<file path="src/rtl/traffic_light_pkg.sv">
// Shared state encodings, default phase durations and the lamp decode used by
// the junction-arm traffic light controller.
package traffic_light_pkg;

  localparam logic [2:0] ST_GREEN     = 3'd0;
  localparam logic [2:0] ST_AMBER     = 3'd1;
  localparam logic [2:0] ST_RED       = 3'd2;
  localparam logic [2:0] ST_RED_AMBER = 3'd3;
  localparam logic [2:0] ST_FLASH     = 3'd4;

  localparam int DEF_CNT_W          = 8;
  localparam int DEF_GREEN_CYC      = 6;
  localparam int DEF_AMBER_CYC      = 2;
  localparam int DEF_RED_CYC        = 7;
  localparam int DEF_RED_AMBER_CYC  = 2;
  localparam int DEF_MIN_GREEN_CYC  = 3;
  localparam int DEF_FLASH_HALF_CYC = 4;

  // Lamp pattern {red, amber, green, walk}; unknown encodings show a safe red.
  function automatic logic [3:0] lamps_for_state(input logic [2:0] st);
    logic [3:0] lamps;
    case (st)
      ST_GREEN:     lamps = 4'b0010;
      ST_AMBER:     lamps = 4'b0100;
      ST_RED:       lamps = 4'b1001;
      ST_RED_AMBER: lamps = 4'b1100;
      ST_FLASH:     lamps = 4'b0100;
      default:      lamps = 4'b1000;
    endcase
    return lamps;
  endfunction

endpackage

</file>
<file path="src/rtl/phase_timer.sv">
// Up-counter with synchronous clear and a terminal compare against a runtime
// last-count value; times both traffic phases and the flash half-period.
module phase_timer #(
  parameter int CNT_W = 8
) (
  input  logic             clk_i,
  input  logic             rst_i,
  input  logic             clr_i,
  input  logic [CNT_W-1:0] last_i,
  output logic [CNT_W-1:0] cnt_o,
  output logic             done_o
);

  localparam logic [CNT_W-1:0] ONE = CNT_W'(1);

  logic [CNT_W-1:0] cnt_q;
  logic [CNT_W-1:0] cnt_d;

  // Next count: restart on clear, otherwise advance.
  always_comb begin
    if (clr_i) begin
      cnt_d = '0;
    end else begin
      cnt_d = cnt_q + ONE;
    end
  end

  // Counter register.
  always_ff @(posedge clk_i or posedge rst_i) begin
    if (rst_i) begin
      cnt_q <= '0;
    end else begin
      cnt_q <= cnt_d;
    end
  end

  assign cnt_o  = cnt_q;
  assign done_o = (cnt_q == last_i);

endmodule

</file>
<file path="src/rtl/traffic_light_ctrl.sv">
// Junction-arm traffic light sequencer with pedestrian request latching.
// Define TRAFFIC_LIGHT_FLASH_EN to add the maint_i flashing-amber mode.
module traffic_light_ctrl
  import traffic_light_pkg::*;
#(
  parameter int CNT_W          = DEF_CNT_W,
  parameter int GREEN_CYC      = DEF_GREEN_CYC,
  parameter int AMBER_CYC      = DEF_AMBER_CYC,
  parameter int RED_CYC        = DEF_RED_CYC,
  parameter int RED_AMBER_CYC  = DEF_RED_AMBER_CYC,
  parameter int MIN_GREEN_CYC  = DEF_MIN_GREEN_CYC,
  parameter int FLASH_HALF_CYC = DEF_FLASH_HALF_CYC
) (
  input  logic clk_i,
  input  logic rst_i,
  input  logic pedestrian_button_i,
`ifdef TRAFFIC_LIGHT_FLASH_EN
  input  logic maint_i,
`endif
  output logic red_o,
  output logic amber_o,
  output logic green_o,
  output logic walk_o,
  output logic ped_pending_o
);

  localparam logic [CNT_W-1:0] GREEN_LAST     = CNT_W'(GREEN_CYC - 1);
  localparam logic [CNT_W-1:0] AMBER_LAST     = CNT_W'(AMBER_CYC - 1);
  localparam logic [CNT_W-1:0] RED_LAST       = CNT_W'(RED_CYC - 1);
  localparam logic [CNT_W-1:0] RED_AMBER_LAST = CNT_W'(RED_AMBER_CYC - 1);
  localparam logic [CNT_W-1:0] MIN_LAST       = CNT_W'(MIN_GREEN_CYC - 1);
  localparam logic [CNT_W-1:0] FLASH_LAST     = CNT_W'(FLASH_HALF_CYC - 1);

  logic [2:0]       state_q, state_d, base_state_s;
  logic             ped_req_q, ped_req_d;
  logic [3:0]       lamps_q, lamps_d;
  logic [CNT_W-1:0] cnt_s, last_s;
  logic             done_s, clr_s, ped_hit_s;

  assign ped_hit_s = ped_req_q | pedestrian_button_i;

  // Terminal count for whichever phase is currently running.
  always_comb begin
    case (state_q)
      ST_GREEN:     last_s = GREEN_LAST;
      ST_AMBER:     last_s = AMBER_LAST;
      ST_RED:       last_s = RED_LAST;
      ST_RED_AMBER: last_s = RED_AMBER_LAST;
      ST_FLASH:     last_s = FLASH_LAST;
      default:      last_s = '0;
    endcase
  end

  // Normal phase sequencing; a pedestrian can only cut GREEN short.
  always_comb begin
    case (state_q)
      ST_GREEN: begin
        if (done_s || (ped_hit_s && (cnt_s >= MIN_LAST))) begin
          base_state_s = ST_AMBER;
        end else begin
          base_state_s = ST_GREEN;
        end
      end
      ST_AMBER:     base_state_s = done_s ? ST_RED : ST_AMBER;
      ST_RED:       base_state_s = done_s ? ST_RED_AMBER : ST_RED;
      ST_RED_AMBER: base_state_s = done_s ? ST_GREEN : ST_RED_AMBER;
      default:      base_state_s = ST_RED;
    endcase
  end

`ifdef TRAFFIC_LIGHT_FLASH_EN
  logic flash_amb_q, flash_amb_d, flash_wrap_s;

  assign state_d      = maint_i ? ST_FLASH : base_state_s;
  assign flash_wrap_s = (state_q == ST_FLASH) && (state_d == ST_FLASH) && done_s;
  assign clr_s        = (state_d != state_q) || flash_wrap_s;

  // Flashing amber starts lit on entry and toggles every half-period.
  always_comb begin
    if (state_d != ST_FLASH) begin
      flash_amb_d = 1'b1;
    end else if (state_q != ST_FLASH) begin
      flash_amb_d = 1'b1;
    end else if (done_s) begin
      flash_amb_d = ~flash_amb_q;
    end else begin
      flash_amb_d = flash_amb_q;
    end
  end

  // Flash amber phase register.
  always_ff @(posedge clk_i or posedge rst_i) begin
    if (rst_i) begin
      flash_amb_q <= 1'b1;
    end else begin
      flash_amb_q <= flash_amb_d;
    end
  end
`else
  assign state_d = base_state_s;
  assign clr_s   = (state_d != state_q);
`endif

  // Pedestrian latch: serviced on entry to RED, ignored while walk is shown.
  always_comb begin
`ifdef TRAFFIC_LIGHT_FLASH_EN
    if ((state_q == ST_FLASH) || (state_d == ST_FLASH)) begin
      ped_req_d = 1'b0;
    end else
`endif
    if ((state_q == ST_AMBER) && (state_d == ST_RED)) begin
      ped_req_d = 1'b0;
    end else if (pedestrian_button_i && (state_q != ST_RED)) begin
      ped_req_d = 1'b1;
    end else begin
      ped_req_d = ped_req_q;
    end
  end

  // Lamps are registered from the next state so they track state_q exactly.
  always_comb begin
    lamps_d = lamps_for_state(state_d);
`ifdef TRAFFIC_LIGHT_FLASH_EN
    if (state_d == ST_FLASH) begin
      lamps_d = {1'b0, flash_amb_d, 2'b00};
    end else begin
      lamps_d = lamps_for_state(state_d);
    end
`endif
  end

  // State, pedestrian latch and lamp registers.
  always_ff @(posedge clk_i or posedge rst_i) begin
    if (rst_i) begin
      state_q   <= ST_RED;
      ped_req_q <= 1'b0;
      lamps_q   <= 4'b1000;
    end else begin
      state_q   <= state_d;
      ped_req_q <= ped_req_d;
      lamps_q   <= lamps_d;
    end
  end

  phase_timer #(
    .CNT_W (CNT_W)
  ) u_timer (
    .clk_i  (clk_i),
    .rst_i  (rst_i),
    .clr_i  (clr_s),
    .last_i (last_s),
    .cnt_o  (cnt_s),
    .done_o (done_s)
  );

  assign red_o         = lamps_q[3];
  assign amber_o       = lamps_q[2];
  assign green_o       = lamps_q[1];
  assign walk_o        = lamps_q[0];
  assign ped_pending_o = ped_req_q;

endmodule

</file>
<file path="config.mk">
export PLATFORM = sky130hd
export DESIGN_NAME = traffic_light_ctrl
export DESIGN_NICKNAME = d
export VERILOG_FILES = /design/src/rtl/traffic_light_pkg.sv /design/src/rtl/phase_timer.sv /design/src/rtl/traffic_light_ctrl.sv
export SDC_FILE = /design/constraint.sdc
export NUM_CORES = 1
export LEC_CHECK = 0
export ABC_AREA = 0
export BUFFER_PORTS_ARGS = -buffer_cell sky130_fd_sc_hd__buf_2
export CAP_MARGIN = 15
export CORE_ASPECT_RATIO = 1.1
export CORE_UTILIZATION = 30
export DETAILED_ROUTE_END_ITERATION = 8
export GPL_TIMING_DRIVEN = 0
export PLACE_DENSITY = 0.45
export SLEW_MARGIN = 5
export SYNTH_ARGS = -nofsm -noshare
export SYNTH_HDL_FRONTEND = slang
export SYNTH_SLANG_ARGS = --single-unit
</file>
<file path="constraint.sdc">
create_clock -name clk_i -period 1.8 [get_ports clk_i]
set_input_delay 0.18 -clock clk_i [delete_from_list [all_inputs] [get_ports clk_i]]
set_output_delay 0.18 -clock clk_i [all_outputs]
set_load 0.05 [all_outputs]
</file>
==> impl_results.md <==
- Combinational power share: 0.471
- Slew @ Worst Pin: 0.5524 ns
- Largest net degree at the start of global routing: 15
- Drt pass-1 iters: 2
- Layout cells sized above 1: 0.2405
- Fin crit share: 0.9188
- Status: finished, final reports clean
- Power, Total: 0.001560 W
- Clk slew on worst S/H paths: 0.09 ns
- Synthesized area: 728.2 um^2
- Post-route cell area: 848.3 um^2
- RD Place Congestion: 0.7067
- Per-cell routed wire length: 12.00 um
- Hold WC Path Type: input pin to register
- Crit-path slowest cell: dfstp_2
- VDD IR max: 568.9 uV
- Initial antenna violation count: 0
- Clock sinks: 14
- Most frequent cells in the layout: nor2_1, dfrtp_1, buf_2
- Max-cap viol count: 0
- Die area: 2629 um^2
- Max Transition Viols Final: 0
- Clock Latency Late Sink: 0.28 ns
- Critical Path RT: 1.94 ns
- Setup TNS: 0 ns
- Seq cells post-synth: 14
- Crit Path Max Fanout: 8
- Switching Share: 0.4524
- Post-CTS Setup Inserts: 0
- Vias in the first global route: 510
- Pwr Density: 1839 nW/um^2
- Residual DRC: 0
- Diodes inserted: 0
- GRT overflow: 0
- Root buf cell: clkbuf_4
- Synth Instances: 67
- Achievable frequency: 0.6046 GHz
- Reg power frac: 0.384
- Sequential-to-total area share from yosys stat: 0.4845
- Via density: 4.752
- HP Start: pedestrian_button_i
- Layout area overhead: 16.49%
- Post-Syn Nets: 72
- Layout Nets: 85
- Site Rows: 18
- Die H: 53.68 um
- Vias: 518
- Syn Area/Cell: 10.87 um^2
- Core Util, Final: 0.3729
- YS warnings: 0
- Pint: 0.0008544 W
- Placed cell area: 800.8 um^2
- Psw: 0.0007059 W
- Final wirelength: 1308 um
- Leak: 0.4120 nW
- Worst EP arrival: 1.79 ns
- Footprint of the multi-input gates: 364.1 um^2
- Relative slew slack: 0.6313
- RSZ-0062 raised after global routing: no
- Crit-path cells: and4bb_1, a21oi_2, o41ai_4, a211oi_1
- Die width: 48.98 um
- Initial cell density of the core: 0.3201
- Clk pwr share: 0.145
- First-pass GRT wire length: 2401 um
- Min Tclk post-route: 1.654 ns
- Max Buffers Root-to-Sink: 2
- Overall Global Routing Usage: 0.1245
- Fillcell total: 247
- ANT nets after route: 0
- CP startpoint: state_q[1]
- Setup CP Type: register to register
- Clock buffer count from CTS: 3
- H-tree Lvls: 1
- Core Area: 2275 um^2
- RR Startpoint: state_q[1]
- Crit path largest cell delay: 0.60 ns
- Final count of hold timing violations: 0
- Crit end category: register
- Final Setup Violations: 0
- # port buffers: 7
- Distinct cells, synth: 26
- I/O pin total: 8
- Crit start category: register
- Clk_skew: 0.001495 ns
- DRT iter0 DRCs: 12
- Register Area: 354.1 um^2
- TritonCTS clock tree: done
critical path: cells and delay by family (launching register included):
kind               cells  cell delay (ns)
AOI/OAI and AO/OA      3             0.69
and+or+nand+nor        1             0.22
DFF                    1             0.60
state kept, by name, indices dropped and copies added (netlist names):
name,cells
state_q,2
u_timer.cnt_o,8
lamps_q,3
ped_pending_o,1
power by group through the flow:
| stage | logic, W | clock network [W] | registers (W) |
|---|---|---|---|
| 3_3_place_gp | 0.000742 | 0 | 0.000606 |
| 4_1_cts | 0.000746 | 0.000239 | 0.000597 |
| 2_1_floorplan | 0.000461 | 0 | 0.000725 |
| 3_5_place_dp | 0.000742 | 0 | 0.000605 |
| 6_report | 0.000734 | 0.000227 | 0.000599 |
| 5_1_grt | 0.000814 | 0.000253 | 0.000626 |
kinds of logic after synthesis:
kind of cell / share of synthesized area
AO/OA/AOI/OAI: 0.1100
buffers and inverters: 0.01546
AND/OR/NAND/NOR: 0.2595
adder cells (fa/ha/maj): 0.03436
flip-flops: 0.4845
XOR/XNOR: 0.09622
cell type report:
| type | instances | share of cell area |
|---|---|---|
| clock buffer | 4 | 0.04277 |
| sequential | 14 | 0.4174 |
| inverter | 3 | 0.01327 |
| timing repair buffer | 8 | 0.05310 |
| tap | 30 | 0.04425 |
| multi-input combinational | 50 | 0.4292 |
synth_stat cells, drive strengths merged:
master	instances	area (um^2)
nand2	2	7.510
a211oi	1	7.510
and4bb	2	25.02
dfstp	2	52.55
nor2b	1	6.260
dfrtp	12	300.3
ha	2	25.02
inv	3	11.26
nor3	2	21.27
a21oi	2	13.76
o21bai	2	15.01
nand3	7	40.04
o21ai	1	5.000
and4b	1	10.01
nor2	11	41.29
xnor2	2	17.52
and3	3	18.77
o41ai	1	27.53
a311o	1	11.26
or3	1	6.260
and2	1	6.260
nand2b	1	6.260
xor2	6	52.55
per-layer routing:
metal	global-route usage	routed length, um	up-vias
met3	0.02542	30	2
met2	0.2060	635	8
li1	-	-	258
met5	0	0	-
met4	0.05882	14	0
met1	0.1577	627	250
final timing paths:
kind | endpoint | slack [ns] | cells past startpoint
max reg2reg | u_timer.cnt_o[1] | 0.15 | 4
max in group asynchronous | u_timer.cnt_o[0] | 0.92 | 3
max | u_timer.cnt_o[1] | 0.15 | 4
min reg2reg | lamps_q[3] | 0.53 | 1
min in group asynchronous | u_timer.cnt_o[7] | 0.48 | 3
min | ped_pending_o | 0.17 | 3
through the flow:
stage / std cells / hold slack (ns) / worst slack (ns)
after CTS: 109 / 0.1669 / 0.1040
after floorplan: 67 / 0.06779 / 0.09897
after global routing: 109 / 0.1918 / 0.002174
final: 109 / 0.1743 / 0.1461
after detailed placement: 104 / 0.2686 / 0.1188
after global placement: 104 / 0.2577 / 0.09772
repair_timing:
action	CTS	global route
resized for setup	0	1
setup endpoints to repair	0	1
hold buffers	1	0
hold endpoints to repair	12	0
Note: power is estimated with default switching activity, not from simulation.
